## config.mk

```make
export PLATFORM = sky130hd
export DESIGN_NAME = nf_merge_arb_flat
export DESIGN_NICKNAME = d
export VERILOG_FILES = /design/src/rtl/nf_merge_arb_pkg.sv /design/src/rtl/nf_merge_arb_if.sv /design/src/rtl/nf_merge_arb_rr_arb2.sv /design/src/rtl/nf_merge_arb.sv /design/src/flat_wrapper.sv
export SDC_FILE = /design/constraint.sdc
export NUM_CORES = 1
export LEC_CHECK = 0
export ABC_CLOCK_PERIOD_IN_PS = 2800
export CAP_MARGIN = 15
export CELL_PAD_IN_SITES_DETAIL_PLACEMENT = 1
export CELL_PAD_IN_SITES_GLOBAL_PLACEMENT = 2
export CORE_AREA = 2 2 694 696
export DETAILED_ROUTE_END_ITERATION = 8
export DIE_AREA = 0 0 696 698
export PLACE_DENSITY_LB_ADDON = 0.2
export SLEW_MARGIN = 20
export SYNTH_ARGS = -nofsm -noshare
export SYNTH_HDL_FRONTEND = slang
export SYNTH_SLANG_ARGS = --single-unit
```

## constraint.sdc

```tcl
create_clock -name Clk -period 2.8 [get_ports Clk]
set_input_delay 0.56 -clock Clk [delete_from_list [all_inputs] [get_ports Clk]]
set_output_delay 0.56 -clock Clk [all_outputs]
set_load 0.02 [all_outputs]
```

## src/rtl/nf_merge_arb_pkg.sv

```systemverilog
// Shared types for the two-channel packet merge arbiter.
package nf_merge_arb_pkg;

  localparam int STATS_W = 32;
  localparam int EMPTY_W = 6;

  typedef struct packed {
    logic [15:0] len;
    logic [7:0]  port;
    logic [7:0]  flags;
  } metadata_t;

  typedef enum logic {
    IDLE = 1'b0,
    XFER = 1'b1
  } state_t;

endpackage

```

## src/rtl/nf_merge_arb_if.sv

```systemverilog
// Avalon-ST style stream: valid/ready handshake with sop/eop/empty framing.
interface avl_stream_if #(
    parameter int W  = 8,
    parameter int EW = nf_merge_arb_pkg::EMPTY_W
);
    logic          valid;
    logic          ready;
    logic [W-1:0]  data;
    logic          sop;
    logic          eop;
    logic [EW-1:0] empty;

    modport tx (output valid, data, sop, eop, empty, input ready);
    modport rx (input valid, data, sop, eop, empty, output ready);
endinterface

```

## src/rtl/nf_merge_arb_rr_arb2.sv

```systemverilog
// Two-way round-robin pick: on a tie the channel not served last wins.
module rr_arb2 (
    input  logic [1:0] req,
    input  logic       last_sel,
    output logic       gnt
);
    always_comb begin
        gnt = 1'b0;
        if (&req)
            gnt = ~last_sel;
        else if (req[1])
            gnt = 1'b1;
    end
endmodule

```

## src/rtl/nf_merge_arb.sv

```systemverilog
// Merges two meta+packet streams into one, a whole packet at a time.
module nf_merge_arb
    import nf_merge_arb_pkg::*;
#(
    parameter int DATA_W = 512,
    parameter int META_W = $bits(metadata_t)
) (
    input  logic               Clk,
    input  logic               Rst_n,
    avl_stream_if.rx           in0_pkt,
    avl_stream_if.rx           in0_meta,
    avl_stream_if.rx           in1_pkt,
    avl_stream_if.rx           in1_meta,
    avl_stream_if.tx           out_pkt,
    avl_stream_if.tx           out_meta,
    output logic [STATS_W-1:0] stats_pkt0,
    output logic [STATS_W-1:0] stats_pkt1,
    output logic [STATS_W-1:0] stats_conflict
);
    state_t state;
    logic   sel, last_sel, meta_done, eop_seen;
    logic   arb_sel, xfer, pkt_open;
    logic   sm_valid, sp_valid, sp_eop;
    logic   meta_hs, eop_hs, done;
    logic [1:0]        req;
    logic [DATA_W-1:0] pkt_data_sel;
    logic [META_W-1:0] meta_data_sel;

    assign req = {in1_meta.valid, in0_meta.valid};

    rr_arb2 u_arb (
        .req      (req),
        .last_sel (last_sel),
        .gnt      (arb_sel)
    );

    assign xfer     = (state == XFER);
    // Once eop has been taken, further beats belong to the next packet.
    assign pkt_open = xfer & ~eop_seen;

    assign sm_valid      = sel ? in1_meta.valid : in0_meta.valid;
    assign sp_valid      = sel ? in1_pkt.valid  : in0_pkt.valid;
    assign sp_eop        = sel ? in1_pkt.eop    : in0_pkt.eop;
    assign pkt_data_sel  = sel ? in1_pkt.data   : in0_pkt.data;
    assign meta_data_sel = sel ? in1_meta.data  : in0_meta.data;

    assign meta_hs = xfer & ~meta_done & sm_valid & out_meta.ready;
    assign eop_hs  = pkt_open & sp_valid & sp_eop & out_pkt.ready;
    assign done    = xfer & (eop_hs | eop_seen) & (meta_hs | meta_done);

    assign out_meta.valid = xfer & ~meta_done & sm_valid;
    assign out_meta.data  = meta_data_sel;
    assign out_meta.sop   = sel ? in1_meta.sop   : in0_meta.sop;
    assign out_meta.eop   = sel ? in1_meta.eop   : in0_meta.eop;
    assign out_meta.empty = sel ? in1_meta.empty : in0_meta.empty;
    assign in0_meta.ready = xfer & ~meta_done & ~sel & out_meta.ready;
    assign in1_meta.ready = xfer & ~meta_done &  sel & out_meta.ready;

    assign out_pkt.valid  = pkt_open & sp_valid;
    assign out_pkt.data   = pkt_data_sel;
    assign out_pkt.sop    = sel ? in1_pkt.sop   : in0_pkt.sop;
    assign out_pkt.eop    = sp_eop;
    assign out_pkt.empty  = sel ? in1_pkt.empty : in0_pkt.empty;
    assign in0_pkt.ready  = pkt_open & ~sel & out_pkt.ready;
    assign in1_pkt.ready  = pkt_open &  sel & out_pkt.ready;

    always_ff @(posedge Clk or negedge Rst_n) begin
        if (!Rst_n) begin
            state          <= IDLE;
            sel            <= 1'b0;
            last_sel       <= 1'b1;
            meta_done      <= 1'b0;
            eop_seen       <= 1'b0;
            stats_pkt0     <= '0;
            stats_pkt1     <= '0;
            stats_conflict <= '0;
        end else begin
            case (state)
                IDLE: begin
                    if (|req) begin
                        sel   <= arb_sel;
                        state <= XFER;
                        if (&req)
                            stats_conflict <= stats_conflict + STATS_W'(1);
                    end
                end
                XFER: begin
                    if (done) begin
                        state     <= IDLE;
                        last_sel  <= sel;
                        meta_done <= 1'b0;
                        eop_seen  <= 1'b0;
                        if (sel)
                            stats_pkt1 <= stats_pkt1 + STATS_W'(1);
                        else
                            stats_pkt0 <= stats_pkt0 + STATS_W'(1);
                    end else begin
                        if (meta_hs) meta_done <= 1'b1;
                        if (eop_hs)  eop_seen  <= 1'b1;
                    end
                end
            endcase
        end
    end
endmodule

```

## src/flat_wrapper.sv

```systemverilog
// flat-port wrapper written by rule: the top's interface ports become plain ports
module nf_merge_arb_flat import nf_merge_arb_pkg::*;
#(
    parameter int DATA_W = 512,
    parameter int META_W = $bits(metadata_t)
)
  (Clk, Rst_n, stats_pkt0, stats_pkt1, stats_conflict, in0_pkt_valid, in0_pkt_data, in0_pkt_sop, in0_pkt_eop, in0_pkt_empty, in0_pkt_ready, in0_meta_valid, in0_meta_data, in0_meta_sop, in0_meta_eop, in0_meta_empty, in0_meta_ready, in1_pkt_valid, in1_pkt_data, in1_pkt_sop, in1_pkt_eop, in1_pkt_empty, in1_pkt_ready, in1_meta_valid, in1_meta_data, in1_meta_sop, in1_meta_eop, in1_meta_empty, in1_meta_ready, out_pkt_valid, out_pkt_data, out_pkt_sop, out_pkt_eop, out_pkt_empty, out_pkt_ready, out_meta_valid, out_meta_data, out_meta_sop, out_meta_eop, out_meta_empty, out_meta_ready);
  avl_stream_if #(.W(512)) in0_pkt_i ();
  avl_stream_if #(.W(32)) in0_meta_i ();
  avl_stream_if #(.W(512)) in1_pkt_i ();
  avl_stream_if #(.W(32)) in1_meta_i ();
  avl_stream_if #(.W(512)) out_pkt_i ();
  avl_stream_if #(.W(32)) out_meta_i ();
  input  logic Clk;
  input  logic Rst_n;
  output logic [STATS_W-1:0] stats_pkt0;
  output logic [STATS_W-1:0] stats_pkt1;
  output logic [STATS_W-1:0] stats_conflict;
  input wire logic [$bits(in0_pkt_i.valid)-1:0] in0_pkt_valid;
  input wire logic [$bits(in0_pkt_i.data)-1:0] in0_pkt_data;
  input wire logic [$bits(in0_pkt_i.sop)-1:0] in0_pkt_sop;
  input wire logic [$bits(in0_pkt_i.eop)-1:0] in0_pkt_eop;
  input wire logic [$bits(in0_pkt_i.empty)-1:0] in0_pkt_empty;
  output wire logic [$bits(in0_pkt_i.ready)-1:0] in0_pkt_ready;
  input wire logic [$bits(in0_meta_i.valid)-1:0] in0_meta_valid;
  input wire logic [$bits(in0_meta_i.data)-1:0] in0_meta_data;
  input wire logic [$bits(in0_meta_i.sop)-1:0] in0_meta_sop;
  input wire logic [$bits(in0_meta_i.eop)-1:0] in0_meta_eop;
  input wire logic [$bits(in0_meta_i.empty)-1:0] in0_meta_empty;
  output wire logic [$bits(in0_meta_i.ready)-1:0] in0_meta_ready;
  input wire logic [$bits(in1_pkt_i.valid)-1:0] in1_pkt_valid;
  input wire logic [$bits(in1_pkt_i.data)-1:0] in1_pkt_data;
  input wire logic [$bits(in1_pkt_i.sop)-1:0] in1_pkt_sop;
  input wire logic [$bits(in1_pkt_i.eop)-1:0] in1_pkt_eop;
  input wire logic [$bits(in1_pkt_i.empty)-1:0] in1_pkt_empty;
  output wire logic [$bits(in1_pkt_i.ready)-1:0] in1_pkt_ready;
  input wire logic [$bits(in1_meta_i.valid)-1:0] in1_meta_valid;
  input wire logic [$bits(in1_meta_i.data)-1:0] in1_meta_data;
  input wire logic [$bits(in1_meta_i.sop)-1:0] in1_meta_sop;
  input wire logic [$bits(in1_meta_i.eop)-1:0] in1_meta_eop;
  input wire logic [$bits(in1_meta_i.empty)-1:0] in1_meta_empty;
  output wire logic [$bits(in1_meta_i.ready)-1:0] in1_meta_ready;
  output wire logic [$bits(out_pkt_i.valid)-1:0] out_pkt_valid;
  output wire logic [$bits(out_pkt_i.data)-1:0] out_pkt_data;
  output wire logic [$bits(out_pkt_i.sop)-1:0] out_pkt_sop;
  output wire logic [$bits(out_pkt_i.eop)-1:0] out_pkt_eop;
  output wire logic [$bits(out_pkt_i.empty)-1:0] out_pkt_empty;
  input wire logic [$bits(out_pkt_i.ready)-1:0] out_pkt_ready;
  output wire logic [$bits(out_meta_i.valid)-1:0] out_meta_valid;
  output wire logic [$bits(out_meta_i.data)-1:0] out_meta_data;
  output wire logic [$bits(out_meta_i.sop)-1:0] out_meta_sop;
  output wire logic [$bits(out_meta_i.eop)-1:0] out_meta_eop;
  output wire logic [$bits(out_meta_i.empty)-1:0] out_meta_empty;
  input wire logic [$bits(out_meta_i.ready)-1:0] out_meta_ready;
  assign in0_pkt_i.valid = in0_pkt_valid;
  assign in0_pkt_i.data = in0_pkt_data;
  assign in0_pkt_i.sop = in0_pkt_sop;
  assign in0_pkt_i.eop = in0_pkt_eop;
  assign in0_pkt_i.empty = in0_pkt_empty;
  assign in0_pkt_ready = in0_pkt_i.ready;
  assign in0_meta_i.valid = in0_meta_valid;
  assign in0_meta_i.data = in0_meta_data;
  assign in0_meta_i.sop = in0_meta_sop;
  assign in0_meta_i.eop = in0_meta_eop;
  assign in0_meta_i.empty = in0_meta_empty;
  assign in0_meta_ready = in0_meta_i.ready;
  assign in1_pkt_i.valid = in1_pkt_valid;
  assign in1_pkt_i.data = in1_pkt_data;
  assign in1_pkt_i.sop = in1_pkt_sop;
  assign in1_pkt_i.eop = in1_pkt_eop;
  assign in1_pkt_i.empty = in1_pkt_empty;
  assign in1_pkt_ready = in1_pkt_i.ready;
  assign in1_meta_i.valid = in1_meta_valid;
  assign in1_meta_i.data = in1_meta_data;
  assign in1_meta_i.sop = in1_meta_sop;
  assign in1_meta_i.eop = in1_meta_eop;
  assign in1_meta_i.empty = in1_meta_empty;
  assign in1_meta_ready = in1_meta_i.ready;
  assign out_pkt_valid = out_pkt_i.valid;
  assign out_pkt_data = out_pkt_i.data;
  assign out_pkt_sop = out_pkt_i.sop;
  assign out_pkt_eop = out_pkt_i.eop;
  assign out_pkt_empty = out_pkt_i.empty;
  assign out_pkt_i.ready = out_pkt_ready;
  assign out_meta_valid = out_meta_i.valid;
  assign out_meta_data = out_meta_i.data;
  assign out_meta_sop = out_meta_i.sop;
  assign out_meta_eop = out_meta_i.eop;
  assign out_meta_empty = out_meta_i.empty;
  assign out_meta_i.ready = out_meta_ready;
  nf_merge_arb #(.DATA_W(DATA_W), .META_W(META_W)) u_core (.Clk(Clk), .Rst_n(Rst_n), .in0_pkt(in0_pkt_i), .in0_meta(in0_meta_i), .in1_pkt(in1_pkt_i), .in1_meta(in1_meta_i), .out_pkt(out_pkt_i), .out_meta(out_meta_i), .stats_pkt0(stats_pkt0), .stats_pkt1(stats_pkt1), .stats_conflict(stats_conflict));
endmodule
```

==> results of run 1 <==
## state kept, by name, indices dropped and copies added (netlist names)
signal                 flops
u_core.stats_conflict     32
u_core.stats_pkt0         32
u_core.stats_pkt1         32
u_core.eop_seen            1
u_core.last_sel            1
u_core.meta_done           1
u_core.sel                 1
u_core.state               1
## critical path: cells and delay by family (launching register included)
family   cells  cell delay, ns
buf+inv      7            0.95
flops        1            0.58
mux          1            0.37
## kinds of logic after synthesis
family	Yosys count
flops	101
compound gates	7
mux	563
fa+ha+maj	3
xor+xnor	93
buf+inv	77
simple gates	207
## cells in the mapped netlist (all sizes together)
| cell type | number | area, um2 |
|---|---|---|
| nor2 | 34 | 128 |
| xor2 | 34 | 298 |
| inv | 10 | 37.5 |
| a31oi | 1 | 21.3 |
| and2 | 2 | 12.5 |
| nor4 | 8 | 86.3 |
| dfrtp | 100 | 2500 |
| mux2 | 562 | 6330 |
| nand3b | 1 | 7.51 |
| nor3 | 20 | 130 |
| or4 | 1 | 7.51 |
| a21oi | 3 | 15.0 |
| or3 | 2 | 17.5 |
| nand4 | 25 | 184 |
| xnor2 | 59 | 517 |
| and3 | 13 | 81.3 |
| clkbuf | 38 | 143 |
| buf | 29 | 151 |
| o31a | 1 | 8.76 |
| or2 | 2 | 12.5 |
| dfstp | 1 | 26.3 |
| a32o | 1 | 10.0 |
| nand3 | 35 | 180 |
| a31o | 1 | 8.76 |
| and4 | 8 | 70.1 |
| and3b | 2 | 17.5 |
| nand2 | 49 | 184 |
| mux2i | 1 | 10.0 |
| nand4b | 2 | 17.5 |
| nand2b | 3 | 18.8 |
| ha | 3 | 37.5 |
## metal layers
layer | wire length (um) | GRT usage
met1 | 135000 | 0.157
met2 | 173000 | 0.245
met3 | 47900 | 0.0844
met4 | 9300 | 0.0265
met5 | 1560 | 0
## cells in the final DEF, fill, tap and decap left out, types with 33 or more instances in the layout
cell type,instances
mux2_4,154
buf_6,123
nand3_1,34
nand2_1,48
mux2_2,408
clkdlybuf4s15_2,47
buf_2,65
clkbuf_2,70
buf_4,156
xnor2_1,59
dlygate4sd2_1,51
buf_12,178
xor2_1,34
nor2_1,33
dfrtp_1,99
diode_2,87
clkdlybuf4s50_1,1219
## final timing paths
check                                             to  slack (ns)             from
max reg2reg                    u_core.stats_pkt0[21]        0.17       u_core.sel
max                                out_pkt_data[414]       -0.10       u_core.sel
min                                     u_core.state        0.18            Rst_n
min reg2reg                          u_core.last_sel        0.47  u_core.last_sel
min in group Clk                     u_core.last_sel        0.47  u_core.last_sel
max in group asynchronous  u_core.stats_conflict[15]        1.85            Rst_n
## layout make-up
class | instances | share of cell area
Sequential cell | 101 | 0.0604
Tap cell | 6400 | 0.191
Inverter | 10 | 0.000895
Multi-Input combinational cell | 873 | 0.215
Clock inverter | 7 | 0.00206
Timing Repair Buffer | 2010 | 0.520
Clock buffer | 9 | 0.00537
Antenna cell | 87 | 0.00519
## through the flow
| step | setup TNS, ns | util |
|---|---|---|
| 6_report | -1.21 | 0.0878 |
| 5_1_grt | -10.78 | 0.0875 |
| 4_1_cts | -36.85 | 0.0854 |
| 3_5_place_dp | -0.710 | 0.0816 |
| 3_3_place_gp | -0.721 | 0.0816 |
| 2_1_floorplan | 0 | - |
## what timing repair did
item | 4_1_cts | 5_1_grt
cloned | 25 | 7
hold buffers | 0 | 0
pin swaps | 0 | 1
endpoints found under the setup margin | 460 | 365
gates resized for setup | 934 | 416
buffers inserted | 38 | 48
hold endpoints to repair | 0 | 0
## power groups by stage
| stage | combinational, mW | sequential, mW | clock (mW) |
|---|---|---|---|
| after floorplan | 8.84 | 1.77 | 0 |
| after global placement | 24.6 | 1.78 | 0 |
| after detailed placement | 24.5 | 1.79 | 0 |
| after CTS | 27.2 | 1.77 | 1.66 |
| after global routing | 28.9 | 1.80 | 1.66 |
| final | 27.5 | 1.77 | 1.52 |
==> impl_results.md, run 1 <==
* Crit path top cell by count: buf_12
* Period Utilization, post-route at 1.04
* Failing checks: setup timing
* Worst hold margin at ~0.18 ns
* Crit-path max cell delay at about 0.58 ns
* Root Buffer: clkbuf_16
* Die ar. at around 490000 um2
* Minimum clock period at around 2.9 ns
* IO Pins at about 1800
* Via count at 19416
* Syn Nets at roughly 2200
* Final Non-Filler Cells at between 9000 and 10000
* TritonCTS Buffers at 9
* Vias in the first global route at around 19000
* Ys Warns at 0
* Dpl hpwl at 345000 um
* Share of power burned in combinational logic at 0.894
* Compound-Gate Fraction of Synth Area at 0.00566
* Clk pwr share at 0.049
* DR WL/cell at 38.6 um
* Final #Nets at 4136
* Setup ws final at -0.100 ns
* Critical Path, Cell by Cell: buf_16, buf_6, buf_12, buf_8, buf_12, buf_12, mux2_4, buf_6
* Slew Viols, Final at 0
* #FFs+latches synth at a little over 100
* Post-detailed-route DRC marker count at 0
* Simple-Gate Fraction of Synth Area at 0.102
* NetSw at approximately 16 mW
* Status: finished, violations left
* Footprint of the multi-input gates at around 9000 um2
* Tot Pwr at between 30 and 40 mW
* Mux contribution to synthesized area at 0.563
* Critical path class: flip-flop to output port
* Starting Density at 0.0236
* Flop pwr share at 0.057
* Leak at approximately 15 nW
* Share of layout cells above drive strength 1 at 0.435
* Vias per inst at 2.04
* Largest net degree at the start of global routing at 48
* Clock-pin slew on the worst setup and hold paths at 0.10 ns
* Placed instance area at approximately 39000 um2
* Slew HR at 0.505
* Pre-CTS setup slack at -0.390 ns
* Switching portion of total power at 0.508
* Pwr Density at around 740 nW/um2
* Post-route cell area at 41900 um2
* Total internal power at roughly 15 mW
* Cell row count at about 250
* IO buf count at about 1800
* Sink Count at between 100 and 150
* Main combinational cell family by area after synthesis: multiplexers
* Synthesized cell area at 11300 um2
* First-pass GRT wire length at about 400000 um
* FF/Latch Area at between 2000 and 3000 um2
* Final setup vio count at 30
* Slowest cell on crit path: dfrtp_4
* Initial antenna violation count at around 440
* RSZ-0062 raised after global routing: yes
* Die height at 698 um
* Initial DRC Count at about 800
* CTS tree: built
* Largest buffer count on any clock path at 2
* XOR/XNOR Fraction of Synth Area at 0.0723
* Adder-Cell Fraction of Synth Area at 0.00333
* WL final at between 300000 and 400000 um
* Layout area overhead at 272%
* Dpl cells at about 9300
* RePlAce Congestion at between 1 and 1.5
* Netlist cell types at between 40 and 50
* Worst R2R Path Depth at 9
* Worst-Margin Slew at between 0.7 and 0.8 ns
* F_max at 0.345 GHz
* Worst hold path class: primary input to asynchronous set/reset pin
* Sequential area share after synthesis at 0.224
* Syn avg cell area at approximately 11 um2
* Fillers at approximately 56000
* Max Cap Viol at 0
* Total GRT Usage at 0.145
* Crit Path Max Fanout at 8
* Chip Width at ~700 um
* VDD IR-drop max at slightly below 0.4 mV
* Antenna viol nets, final at 0
* Crit path launch type: flip-flop
* CORE AREA at 478000 um2
* WP data required at 2.24 ns
* H-tree levels at 3
* Post-synthesis cell count at about 1100
* Worst skew pair latency at around 0.42 ns
* Setup crit end kind: output port
* Total gr overflow at 0
* Clock Skews at 0.0253 ns
* Final Hold Viols at 0
* Critical Path AT at ~2.3 ns
* Drt pass-1 iters at 4
No activity file was read; power rests on OpenSTA's default activity.
==> inputs of run 2 (changes only) <==
- CELL_PAD_IN_SITES_GLOBAL_PLACEMENT: 2 -> 1
- CORE_AREA: 2 2 694 696 -> 2 2 689 691
- CTS_CLUSTER_DIAMETER: not set -> 100
- DIE_AREA: 0 0 696 698 -> 0 0 691 693
- PLACE_DENSITY_LB_ADDON: 0.2 -> 0.1
==> run 2 against run 1 <==
The run still ends with setup timing left. Clock power down 7%. Global-route usage down 0.70 points. Sequential power about the same. Wire length down 6.0%. Power down 0.23%. Die area down 1.4%. Worst setup slack better by 0.017 ns. Register-to-register slack better by 0.05 ns. Critical path depth down 2. Maximum frequency up 0.59%. Final cell count down 1.9%. Critical endpoint is now out_pkt_data[336].
==> impl_results.md, run 2 (same netlist as run 1, synthesis figures left out) <==
* Drt pass-1 iters at 4 (unchanged)
* Setup ws final at -0.0831 ns (+0.0171 ns)
* Largest net degree at the start of global routing at 44 (-8.3%)
* Cts hold-fix bufs at 0 (unchanged)
* R2R Path Start: u_core.sel
* WL met1 at 128000 um (-4.9%)
* Sink Count at 101 (unchanged)
* Starting Density at 0.0239 (+0.000268)
* Final setup vio count at 46 (+53%)
* Slew HR at 0.493 (-0.0123)
* Initial DRC Count at 628 (-22%)
* IO buf count at 1789 (unchanged)
* Vias in the first global route at 19137 (-0.44%)
* Slew Viols, Final at 0 (unchanged)
* Status: finished, violations left
* Die height at 693 um (-0.72%)
* Total GRT Usage at 0.138 (-0.00701)
* Setup crit end: out_pkt_data[336]
* Critical path origin: u_core.sel
* RSZ-0062 raised after global routing: yes
* Total internal power at 14.4 mW (-5.2%)
* Crit path launch type: flip-flop
* Pwr Density at 747 nW/um2 (+1.6%)
* CTS tree: built
* Crit Path Max Fanout at 8 (unchanged)
* Routed length on met3 at 43800 um (-8.6%)
* RePlAce Congestion at 0.933 (-8.0%)
* Highest Signal Layer: met5
* Worst skew pair latency at 0.40 ns (-0.02 ns)
* Critical Path AT at 2.32 ns (-0.02 ns)
* Largest buffer count on any clock path at 2 (unchanged)
* RR Endpoint: u_core.stats_pkt1[11]
* Dpl hpwl at 323000 um (-6.3%)
* Dpl cells at 9136 (-1.7%)
* Share of power burned in combinational logic at 0.897 (+0.003)
* Metal2 WL at 165000 um (-4.8%)
* F_max at 0.347 GHz (+0.59%)
* Cell row count at 253 (-0.39%)
* Post-detailed-route DRC marker count at 0 (unchanged)
* CORE AREA at 472000 um2 (-1.1%)
* NetSw at 16.4 mW (+4.6%)
* Leak at 14.7 nW (-2.9%)
* WL final at 345000 um (-6.0%)
* Fillers at 55358 (-1.1%)
* Finished Core Util at 0.0872 (-0.000627)
* Chip Width at 691 um (-0.72%)
* Share of layout cells above drive strength 1 at 0.412 (-0.0224)
* TritonCTS Buffers at 9 (unchanged)
* Minimum clock period at 2.88 ns (-0.0171 ns)
* Vias per inst at 1.97 (-3.6%)
* DR WL/cell at 37.0 um (-4.2%)
* Period Utilization, post-route at 1.03 (-0.00611)
* Worst-Margin Slew at 0.754 ns (+0.0116 ns)
* Total gr overflow at 0 (unchanged)
* Commonest non-fill, non-tap cell in the layout: clkdlybuf4s50_1
* Failing checks: setup timing
* First-pass GRT wire length at 389000 um (-5.5%)
* Layout area overhead at 265%
* Antenna viol nets, final at 0 (unchanged)
* Final Hold Viols at 0 (unchanged)
* H-tree levels at 3 (unchanged)
* Worst R2R Path Depth at 7 (-2)
* Setup crit end kind: output port
* Final #Nets at 4093 (-1.0%)
* Largest regs: u_core.stats_conflict: 32 flops, u_core.stats_pkt0: 32 flops, u_core.stats_pkt1: 32 flops
* IO Pins at 1790 (unchanged)
* Clock Skews at 0.0232 ns (-0.00207 ns)
* Clk pwr share at 0.046 (-0.003)
* R2R setup slack at 0.22 ns (+0.05 ns)
* Initial antenna violation count at 336 (-23%)
* Via count at 18363 (-5.4%)
* Critical path class: flip-flop to output port
* Clock-pin slew on the worst setup and hold paths at 0.10 ns (about the same)
* Final Non-Filler Cells at 9318 (-1.9%)
* VDD IR-drop max at 0.256 mV (-35%)
* Worst hold path class: primary input to asynchronous set/reset pin
* Most frequent cells in the layout: clkdlybuf4s50_1, mux2_2, buf_4, buf_12, dlygate4sd2_1
* Root Buffer: clkbuf_16
* Max Cap Viol at 0 (unchanged)
* Switching portion of total power at 0.533 (+0.0245)
* Flop pwr share at 0.057 (about the same)
* Die ar. at 479000 um2 (-1.4%)
* WP data required at 2.24 ns (about the same)
[run 2: layout make-up]
| cell class | instances | area (um2) | share of cell area |
|---|---|---|---|
| timing repair buffer | 1967 | 21400 | 0.520 |
| clock inverter | 6 | 53.8 | 0.00131 |
| multi-input combinational | 873 | 8820 | 0.214 |
| inverter | 10 | 37.5 | 0.000912 |
| sequential | 101 | 2530 | 0.0615 |
| clock buffer | 10 | 239 | 0.00580 |
| antenna | 104 | 260 | 0.00632 |
| tap | 6247 | 7820 | 0.190 |
[run 2: through the flow]
stage	instance area, um2	worst slack, ns	TNS, ns	hold WS, ns	power (mW)
final	41200	-0.0831	-1.21	0.0861	30.8
after global routing	41000	-0.131	-8.41	0.0680	32.5
after CTS	40600	-0.150	-20.64	0.0735	31.6
after detailed placement	38800	-0.572	-25.46	0.465	27.4
after global placement	38800	-0.701	-26.79	0.470	27.5
after floorplan	11300	0.570	0	0.264	10.6
[run 2: what timing repair did]
action	in CTS	in global routing
resized for setup	576	199
cloned	25	7
buffers inserted	28	9
setup endpoints to repair	443	332
[run 2: power groups by stage]
stage	clock network (mW)	logic [mW]	registers, mW
4_1_cts	1.54	28.3	1.75
3_5_place_dp	0	25.6	1.77
2_1_floorplan	0	8.84	1.77
6_report	1.42	27.6	1.74
5_1_grt	1.58	29.1	1.77
3_3_place_gp	0	25.8	1.77
[run 2: worst min-delay path by stage]
stage	from	end	slack, ns	cells after the start
floorplan	Rst_n	u_core.eop_seen	0.26	0
global placement	u_core.stats_pkt0[31]	u_core.stats_pkt0[31]	0.47	1
detailed placement	u_core.stats_pkt0[31]	u_core.stats_pkt0[31]	0.46	1
CTS	Rst_n	u_core.stats_conflict[15]	0.07	1
global route	Rst_n	u_core.stats_conflict[15]	0.07	1
finish	Rst_n	u_core.stats_conflict[15]	0.09	1
[run 2: worst max-delay path, stage by stage (launching register included)]
cell and delay (ns):
dfrtp_4 0.52, buf_16 0.17, buf_16 0.16, buf_6 0.15, bufbuf_16 0.27, mux2_4 0.41, buf_12 0.18
[run 2: per-layer routing]
layer / track usage / up-vias
met3: 0.0797 / 437
met4: 0.0181 / 192
li1: - / 7837
met2: 0.237 / 1097
met1: 0.150 / 8800
met5: 0 / -
